<file path="src/rtl/as65_pin_cond.sv">
// Input-pad conditioner for the 65RV32 core: sync, optional glitch filter (AS65_GLITCH_FILTER_EN), NMI latch, SO pulse, reset stretch.
// Latency: SYNC_STAGES (+FILT_LEN when filtered) edges to the filtered level, outputs one edge later.
// Backpressure: none; pads are free-running levels and nmi_ack is a single-cycle strobe.
module as65_pin_cond #(
    parameter int SYNC_STAGES = 2,
    parameter int FILT_LEN    = 3,
    parameter int RST_STRETCH = 8
) (
    input  logic clk_i,
    input  logic rst_n,
    input  logic res_pad_n,
    input  logic irq_pad_n,
    input  logic nmi_pad_n,
    input  logic rdy_pad,
    input  logic so_pad_n,
    input  logic nmi_ack,
    output logic cpu_rst_n,
    output logic irq_n,
    output logic nmi_n,
    output logic rdy,
    output logic so_n
);

    localparam int P_RES = 0;
    localparam int P_IRQ = 1;
    localparam int P_NMI = 2;
    localparam int P_RDY = 3;
    localparam int P_SO  = 4;
    // RESn resets asserted so the core always sees a full stretch after power-on.
    localparam logic [4:0] PAD_RST  = 5'b11110;
    localparam logic [7:0] RST_LOAD = 8'(RST_STRETCH - 1);

    if (SYNC_STAGES < 2 || SYNC_STAGES > 4) begin : g_bad_sync
        $error("as65_pin_cond: SYNC_STAGES out of range 2..4");
    end
    if (FILT_LEN < 1 || FILT_LEN > 15) begin : g_bad_filt
        $error("as65_pin_cond: FILT_LEN out of range 1..15");
    end
    if (RST_STRETCH < 1 || RST_STRETCH > 255) begin : g_bad_stretch
        $error("as65_pin_cond: RST_STRETCH out of range 1..255");
    end

    typedef enum logic [1:0] {
        HOLD    = 2'd0,
        STRETCH = 2'd1,
        RUN     = 2'd2
    } state_t;

    logic [4:0] pads;
    logic [4:0] sync_q [SYNC_STAGES];
    logic [4:0] sync_out;
    logic [4:0] filt;

    assign pads     = {so_pad_n, rdy_pad, nmi_pad_n, irq_pad_n, res_pad_n};
    assign sync_out = sync_q[SYNC_STAGES-1];

    always_ff @(posedge clk_i or negedge rst_n) begin
        if (!rst_n) begin
            for (int i = 0; i < SYNC_STAGES; i++) begin
                sync_q[i] <= PAD_RST;
            end
        end else begin
            sync_q[0] <= pads;
            for (int i = 1; i < SYNC_STAGES; i++) begin
                sync_q[i] <= sync_q[i-1];
            end
        end
    end

`ifdef AS65_GLITCH_FILTER_EN
    localparam int CW = $clog2(FILT_LEN + 1);
    localparam logic [CW-1:0] CNT_MAX = CW'(FILT_LEN);

    logic [CW-1:0] fcnt_q [5];
    logic [4:0]    filt_q;

    // Counts consecutive disagreeing samples; any agreeing sample restarts the count.
    always_ff @(posedge clk_i or negedge rst_n) begin
        if (!rst_n) begin
            filt_q <= PAD_RST;
            for (int i = 0; i < 5; i++) begin
                fcnt_q[i] <= '0;
            end
        end else begin
            for (int i = 0; i < 5; i++) begin
                if (sync_out[i] == filt_q[i]) begin
                    fcnt_q[i] <= '0;
                end else if (fcnt_q[i] == CNT_MAX - CW'(1)) begin
                    filt_q[i] <= sync_out[i];
                    fcnt_q[i] <= '0;
                end else if (fcnt_q[i] != CNT_MAX) begin
                    fcnt_q[i] <= fcnt_q[i] + CW'(1);
                end
            end
        end
    end

    assign filt = filt_q;
`else
    assign filt = sync_out;
`endif

    state_t     state_q, state_d;
    logic [7:0] scnt_q, scnt_d;
    logic       run;

    // The exit test looks one count ahead so cpu_rst_n rises exactly RST_STRETCH edges after filtered RES.
    always_comb begin
        state_d = state_q;
        scnt_d  = scnt_q;
        if (!filt[P_RES]) begin
            state_d = HOLD;
        end else begin
            case (state_q)
                HOLD: begin
                    if (RST_STRETCH == 1) begin
                        state_d = RUN;
                    end else begin
                        state_d = STRETCH;
                        scnt_d  = RST_LOAD;
                    end
                end
                STRETCH: begin
                    if (scnt_q <= 8'd1) begin
                        scnt_d  = 8'd0;
                        state_d = RUN;
                    end else begin
                        scnt_d = scnt_q - 8'd1;
                    end
                end
                RUN:     state_d = RUN;
                default: state_d = HOLD;
            endcase
        end
    end

    assign run = (state_q == RUN);

    logic nmi_prev_q, so_prev_q;
    logic nmi_pend_q, irq_q, rdy_q, so_q;
    logic nmi_fall, so_fall;

    assign nmi_fall = nmi_prev_q & ~filt[P_NMI];
    assign so_fall  = so_prev_q & ~filt[P_SO];

    always_ff @(posedge clk_i or negedge rst_n) begin
        if (!rst_n) begin
            state_q    <= HOLD;
            scnt_q     <= 8'd0;
            nmi_prev_q <= 1'b1;
            so_prev_q  <= 1'b1;
            nmi_pend_q <= 1'b0;
            irq_q      <= 1'b1;
            rdy_q      <= 1'b1;
            so_q       <= 1'b1;
        end else begin
            state_q    <= state_d;
            scnt_q     <= scnt_d;
            nmi_prev_q <= filt[P_NMI];
            so_prev_q  <= filt[P_SO];
            irq_q      <= run ? filt[P_IRQ] : 1'b1;
            rdy_q      <= run ? filt[P_RDY] : 1'b1;
            so_q       <= ~(run & so_fall);
            // A new edge beats a simultaneous acknowledge so no request is lost.
            if (!run) begin
                nmi_pend_q <= 1'b0;
            end else if (nmi_fall) begin
                nmi_pend_q <= 1'b1;
            end else if (nmi_ack) begin
                nmi_pend_q <= 1'b0;
            end
        end
    end

    assign cpu_rst_n = run;
    assign irq_n     = irq_q;
    assign rdy       = rdy_q;
    assign so_n      = so_q;
    assign nmi_n     = ~nmi_pend_q;

endmodule

</file>
<file path="config.mk">
export PLATFORM = sky130hd
export DESIGN_NAME = as65_pin_cond
export DESIGN_NICKNAME = d
export VERILOG_FILES = /design/src/rtl/as65_pin_cond.sv
export SDC_FILE = /design/constraint.sdc
export NUM_CORES = 1
export LEC_CHECK = 0
export CAP_MARGIN = 10
export CORE_ASPECT_RATIO = 1.5
export CORE_UTILIZATION = 45
export CTS_CLUSTER_DIAMETER = 60
export CTS_CLUSTER_SIZE = 25
export DETAILED_ROUTE_END_ITERATION = 8
export PLACE_DENSITY_LB_ADDON = 0.2
export REMOVE_ABC_BUFFERS = 1
export SYNTH_ARGS = -nofsm -noshare
export SYNTH_HDL_FRONTEND = slang
export SYNTH_SLANG_ARGS = --single-unit
export TNS_END_PERCENT = 100
</file>
<file path="constraint.sdc">
create_clock -name clk_i -period 2.1 [get_ports clk_i]
set_input_delay 0.42 -clock clk_i [delete_from_list [all_inputs] [get_ports clk_i]]
set_output_delay 0.42 -clock clk_i [all_outputs]
set_load 0.01 [all_outputs]
</file>
## Yosys cells after proc, flatten, opt, wreduce, memory -nomap -nowiden

Index checks and enable logic that the tools add are counted.

| storage, ports and cells | value |
|---|---|
| logic and storage cells | 36 |
| output and inout port bits | 5 |
| bits in latches | 0 |
| memories | 0 |
| ROM bits | 0 |
| bits in writable memories | 0 |
| input port bits | 8 |
| register bits | 26 |

| operators by class | value |
|---|---|
| divide/modulo/power cells | 0 |
| $add $sub $neg | 1 |
| mux-type cells | 10 |
| order comparisons | 1 |
| bitwise operators | 7 |
| reduce and logical (&&, ||, !) cells | 3 |
| shift-type cells | 0 |
| eq/ne operators | 4 |
| multipliers | 0 |

Operators by type and width:

| kind | count |
|---|---|
| 8-bit case mux with 2 select lines | 1 |
| 8-bit by 1-bit less-or-equal comparator with 1-bit output, second input constant | 1 |
| 8-bit 2-to-1 mux | 1 |
| 8-bit by 1-bit subtractor with 8-bit output, second input constant | 1 |
| 2-bit case mux with 3 select lines | 1 |
| 1-bit 2-to-1 mux | 5 |
| 2-bit 2-to-1 mux | 2 |
| 1-bit inverter | 4 |
| 1-bit AND | 3 |
| 3-bit by 2-bit != test with 1-bit output, second input constant | 1 |
| 3-bit != test, second input constant | 1 |
| 2-bit by 1-bit == test with 1-bit output, second input constant | 1 |
| 2-bit == test, second input constant | 1 |
| 2-bit logical NOT | 1 |
| 2-bit AND reduction | 1 |
| 2-bit nonzero test | 1 |

## Depth between registers and ports, before layout

| logic depth | value |
|---|---|
| depth in word-level cells | 4 |
| gate-level depth with buffers | 6 |
| depth with buffers taken out | 6 |

## Least setup slack after synthesis

Ideal clock, no wire load.

| timing | value |
|---|---|
| kind | flip-flop to flip-flop |
| from | register scnt_q[0] |
| to | register state_q[0] |
| path buffers | 0 |
| arrival | 1.446 ns |
| slack | 0.534 ns |
| clock period less this slack | 1.566 ns |
| cell stages (with the launch flop) | 7 |
| setup time | 0.120 ns |
| data required time | 1.980 ns |
| path through | dfrtp_1 -> inv_1 -> ha_1 -> or2_2 -> a31oi_4 -> mux2i_1 -> nor2b_1 |

| on the way | value |
|---|---|
| word-level cells in the longest chain between the ends | 2 |

RTL lines:

| item | line | source |
|---|---|---|
| start: declaration | 104 | `logic [7:0] scnt_q, scnt_d;` |
| start signal: assignment | 158 | `scnt_q <= scnt_d;` |
| 8-bit by 1-bit less-or-equal comparator with 1-bit output | 124 | `if (scnt_q <= 8'd1) begin` |
| 3-bit != test (no line) | n/a |  |
| end signal: assignment | 157 | `state_q <= state_d;` |
| end: declaration | 103 | `state_t state_q, state_d;` |

Every way passes these cells.
A chain may end at the register's enable or synchronous reset.

## Final worst setup path

| timing | value |
|---|---|
| from | register rdy_q, in the netlist rdy |
| to | output port rdy |

RTL lines:

| item | line | source |
|---|---|---|
| start: declaration | 140 | `logic nmi_pend_q, irq_q, rdy_q, so_q;` |
| start signal: assignment | 162 | `rdy_q <= run ? filt[P_RDY] : 1'b1;` |
| end: declaration | 20 | `output logic rdy,` |

No word-level cell between the ends.

==> flow_summary.toml <==
[run_status]
status = "complete, no violations"

[detailed_routing]
postRouteAntennaNets = 0
dr.pass1.iters = 4
drt_iter0_markers = 13
routed_wl_um = 1760
drc = 0
via_per_inst = 5.33
vias = 714
routedWlPerCell_um = 13.1

[clock_tree]
cts_inserted_buffers = 3
cts_tree = "built"
clkTransAtPathRegs_ns = 0.13
cts_max_level = 1
clockBufferDepth = 2
postCtsSetupRepairBufs = 0
clk_latency_ns = 0.31
clock-root-buffer = "clkbuf_4"
cts.sinks = 26

[grt]
grt_max_degree = 27
grt_pass1_vias = 748
gr-usage-all-layers_pct = 15.2
grt_pass1_wl_um = 3110
grt_antenna_before_repair = 0
grt_overflow = 0

[floorplan]
pin_count = 13
start_util_pct = 48.3
die_y_um = 62.7
dieArea_um2 = 2660
dieWidth_um = 42.4
num_rows = 21
core_um2 = 2290

[setup_path]
path_buf_inv = 1
slowest_delay_ns = 0.54
cp.arrival_ns = 1.37
critPathKind = "reg -> out"
path_cells = "clkdlybuf4s50_1"
reg2reg_slack_ns = 0.41
crit_family = "flip-flops"
worstPathMaxFanout = 1
cp-start-kind = "flop"
endpoint_kind = "output port"
cpMaxStageDelayCell = "dfstp_2"
required_ns = 1.68

[synthesis]
syn_inst = 93
yosysTopAreaCell = "dfstp_2"
synth_top_area_share_pct = 31.0
synth_cell_types = 31
avgSynthCellArea_um2 = 11.9
ys_seq_area_share_pct = 60.4
ys_warn_count = 0
synth-seq-cells = 26
synth_area_leaders = "dfstp_2 (31%), dfrtp_1 (29%), ha_1 (5.7%)"
syn_area_um2 = 1100

[place]
routabilityCongestion = 0.827
dpl.cell_count = 130
io_buffers = 12
place_hpwl_um = 1330

[cells_and_area]
antenna_cells = 0
area_growth_pct = 20.1
nFillCells = 195
drive_above_1_share_pct = 26.1
stdcell_count = 134
layout.nets = 125

[job]
max-cap-violations = 0

[power_and_ir_drop]
ir_drop_v = 0.000560
leakagePower_uw = 0.000566
power.density_nw_per_um2 = 1010

[timing]
tightestPinTransition_ns = 0.323
period_minus_slack_ns = 1.79
rsz0062_at_grt = "no"
clock_skew_ns = 0.00366
drv_slew = 0
fmax_ghz = 0.559
slew_headroom_pct = 78.3
hold_violations = 0
final.period_utilization_pct = 85.2
setup-violations-final = 0
fin_tns_setup_ns = 0

[hold_path]
hold_class = "reg -> reg"
-- cells by family after synthesis --
logic type | share of synthesized area (%)
buffers and inverters | 3.40
adders and majority gates | 5.67
muxes | 1.81
and+or+nand+nor | 16.4
DFF | 60.4
AOI/OAI and AO/OA | 12.2
-- cell usage in the layout (no fill, tap or decap), drive strengths merged, types with 3 or more instances in the layout --
cell type / synthesis / layout
clkbuf: 0 / 3
inv: 10 / 10
nand2: 8 / 8
o21ai: 5 / 5
nor2: 4 / 4
a21oi: 8 / 8
dfrtp: 13 / 13
ha: 5 / 5
dfstp: 13 / 13
clkdlybuf4s50: 0 / 11
nor3: 3 / 3
-- synthesized netlist by cell type --
| cell type | instances |
|---|---|
| nand2_1 | 8 |
| nor2b_1 | 2 |
| a31oi_1 | 1 |
| dfstp_2 | 13 |
| o21a_1 | 1 |
| mux2i_1 | 2 |
| a22o_1 | 1 |
| nand3_1 | 2 |
| o21ai_2 | 1 |
| dfrtp_1 | 13 |
| ha_1 | 5 |
| nor2_1 | 4 |
| nand2b_1 | 2 |
| or2_2 | 2 |
| or3b_2 | 1 |
| o21ai_1 | 1 |
| o22ai_1 | 1 |
| inv_1 | 10 |
| or3_2 | 1 |
| nand3b_1 | 1 |
| nor3_2 | 1 |
| o21ai_0 | 3 |
| nor4_4 | 1 |
| o31ai_1 | 1 |
| nand4_1 | 1 |
| o311ai_1 | 1 |
| and2_1 | 1 |
| or4_4 | 1 |
| a31oi_4 | 1 |
| a21oi_1 | 8 |
| nor3_1 | 2 |
-- stage by stage --
step / utilization, % / total power [uW] / setup slack (ns) / instance area [um^2] / hold slack [ns]
6_report: 58.0 / 1340 / 0.310 / 1330 / 0.365
5_1_grt: 58.0 / 1420 / 0.269 / 1330 / 0.375
4_1_cts: 57.7 / 1360 / 0.0173 / 1320 / 0.366
3_5_place_dp: 55.4 / 1020 / 0.390 / 1270 / 0.340
3_3_place_gp: 55.4 / 1000 / 0.407 / 1270 / 0.335
2_1_floorplan: - / 878 / 0.534 / 1100 / 0.124
-- path summary, 6_finish.rpt --
check	startpoint	to	depth (start not counted)
max in group asynchronous	rst_n	nmi_prev_q$_DFF_PN1_	2
hold / removal	sync_q[9]$_DFF_PN1_	filt[4]$_DFF_PN1_	0
min in group asynchronous	rst_n	scnt_q[0]$_DFFE_PN0P_	2
setup reg to reg	scnt_q[0]$_DFFE_PN0P_	state_q[1]$_DFFE_PN0P_	6
setup / recovery	rdy$_DFF_PN1_	rdy	1
hold reg to reg	sync_q[9]$_DFF_PN1_	filt[4]$_DFF_PN1_	0
-- registers in the layout, indices dropped and copies added (netlist names) --
register	count
filt	5
irq_n	1
nmi_pend_q	1
nmi_prev_q	1
rdy	1
scnt_q	8
so_n	1
so_prev_q	1
state_q	2
sync_q	5
-- repair_timing --
| item | CTS | global route |
|---|---|---|
| hold endpoints to repair | 0 | 0 |
| hold buffers | 0 | 0 |
| resized for setup | 0 | 2 |
| endpoints found under the setup margin | 0 | 1 |
-- layout make-up --
class | count | area (um^2) | area share [%]
sequential | 26 | 667 | 50.3
multi-input combinational | 57 | 402 | 30.3
timing repair buffer | 14 | 138 | 10.4
inverter | 10 | 37.5 | 2.83
clock inverter | 1 | 30.0 | 2.27
tap | 23 | 28.8 | 2.17
clock buffer | 3 | 22.5 | 1.70
-- where the power goes --
group	switching [uW]	internal (uW)
registers	38.3	571
clock network	138	193
logic	223	172
-- layer usage --
metal,track usage [%],wire length (um),up-vias
met5,0,0,-
met4,7.03,0,0
met3,2.89,51,0
met2,27.7,987,10
met1,16.1,723,352
li1,-,-,352
Power figures use the tool's default switching activity.
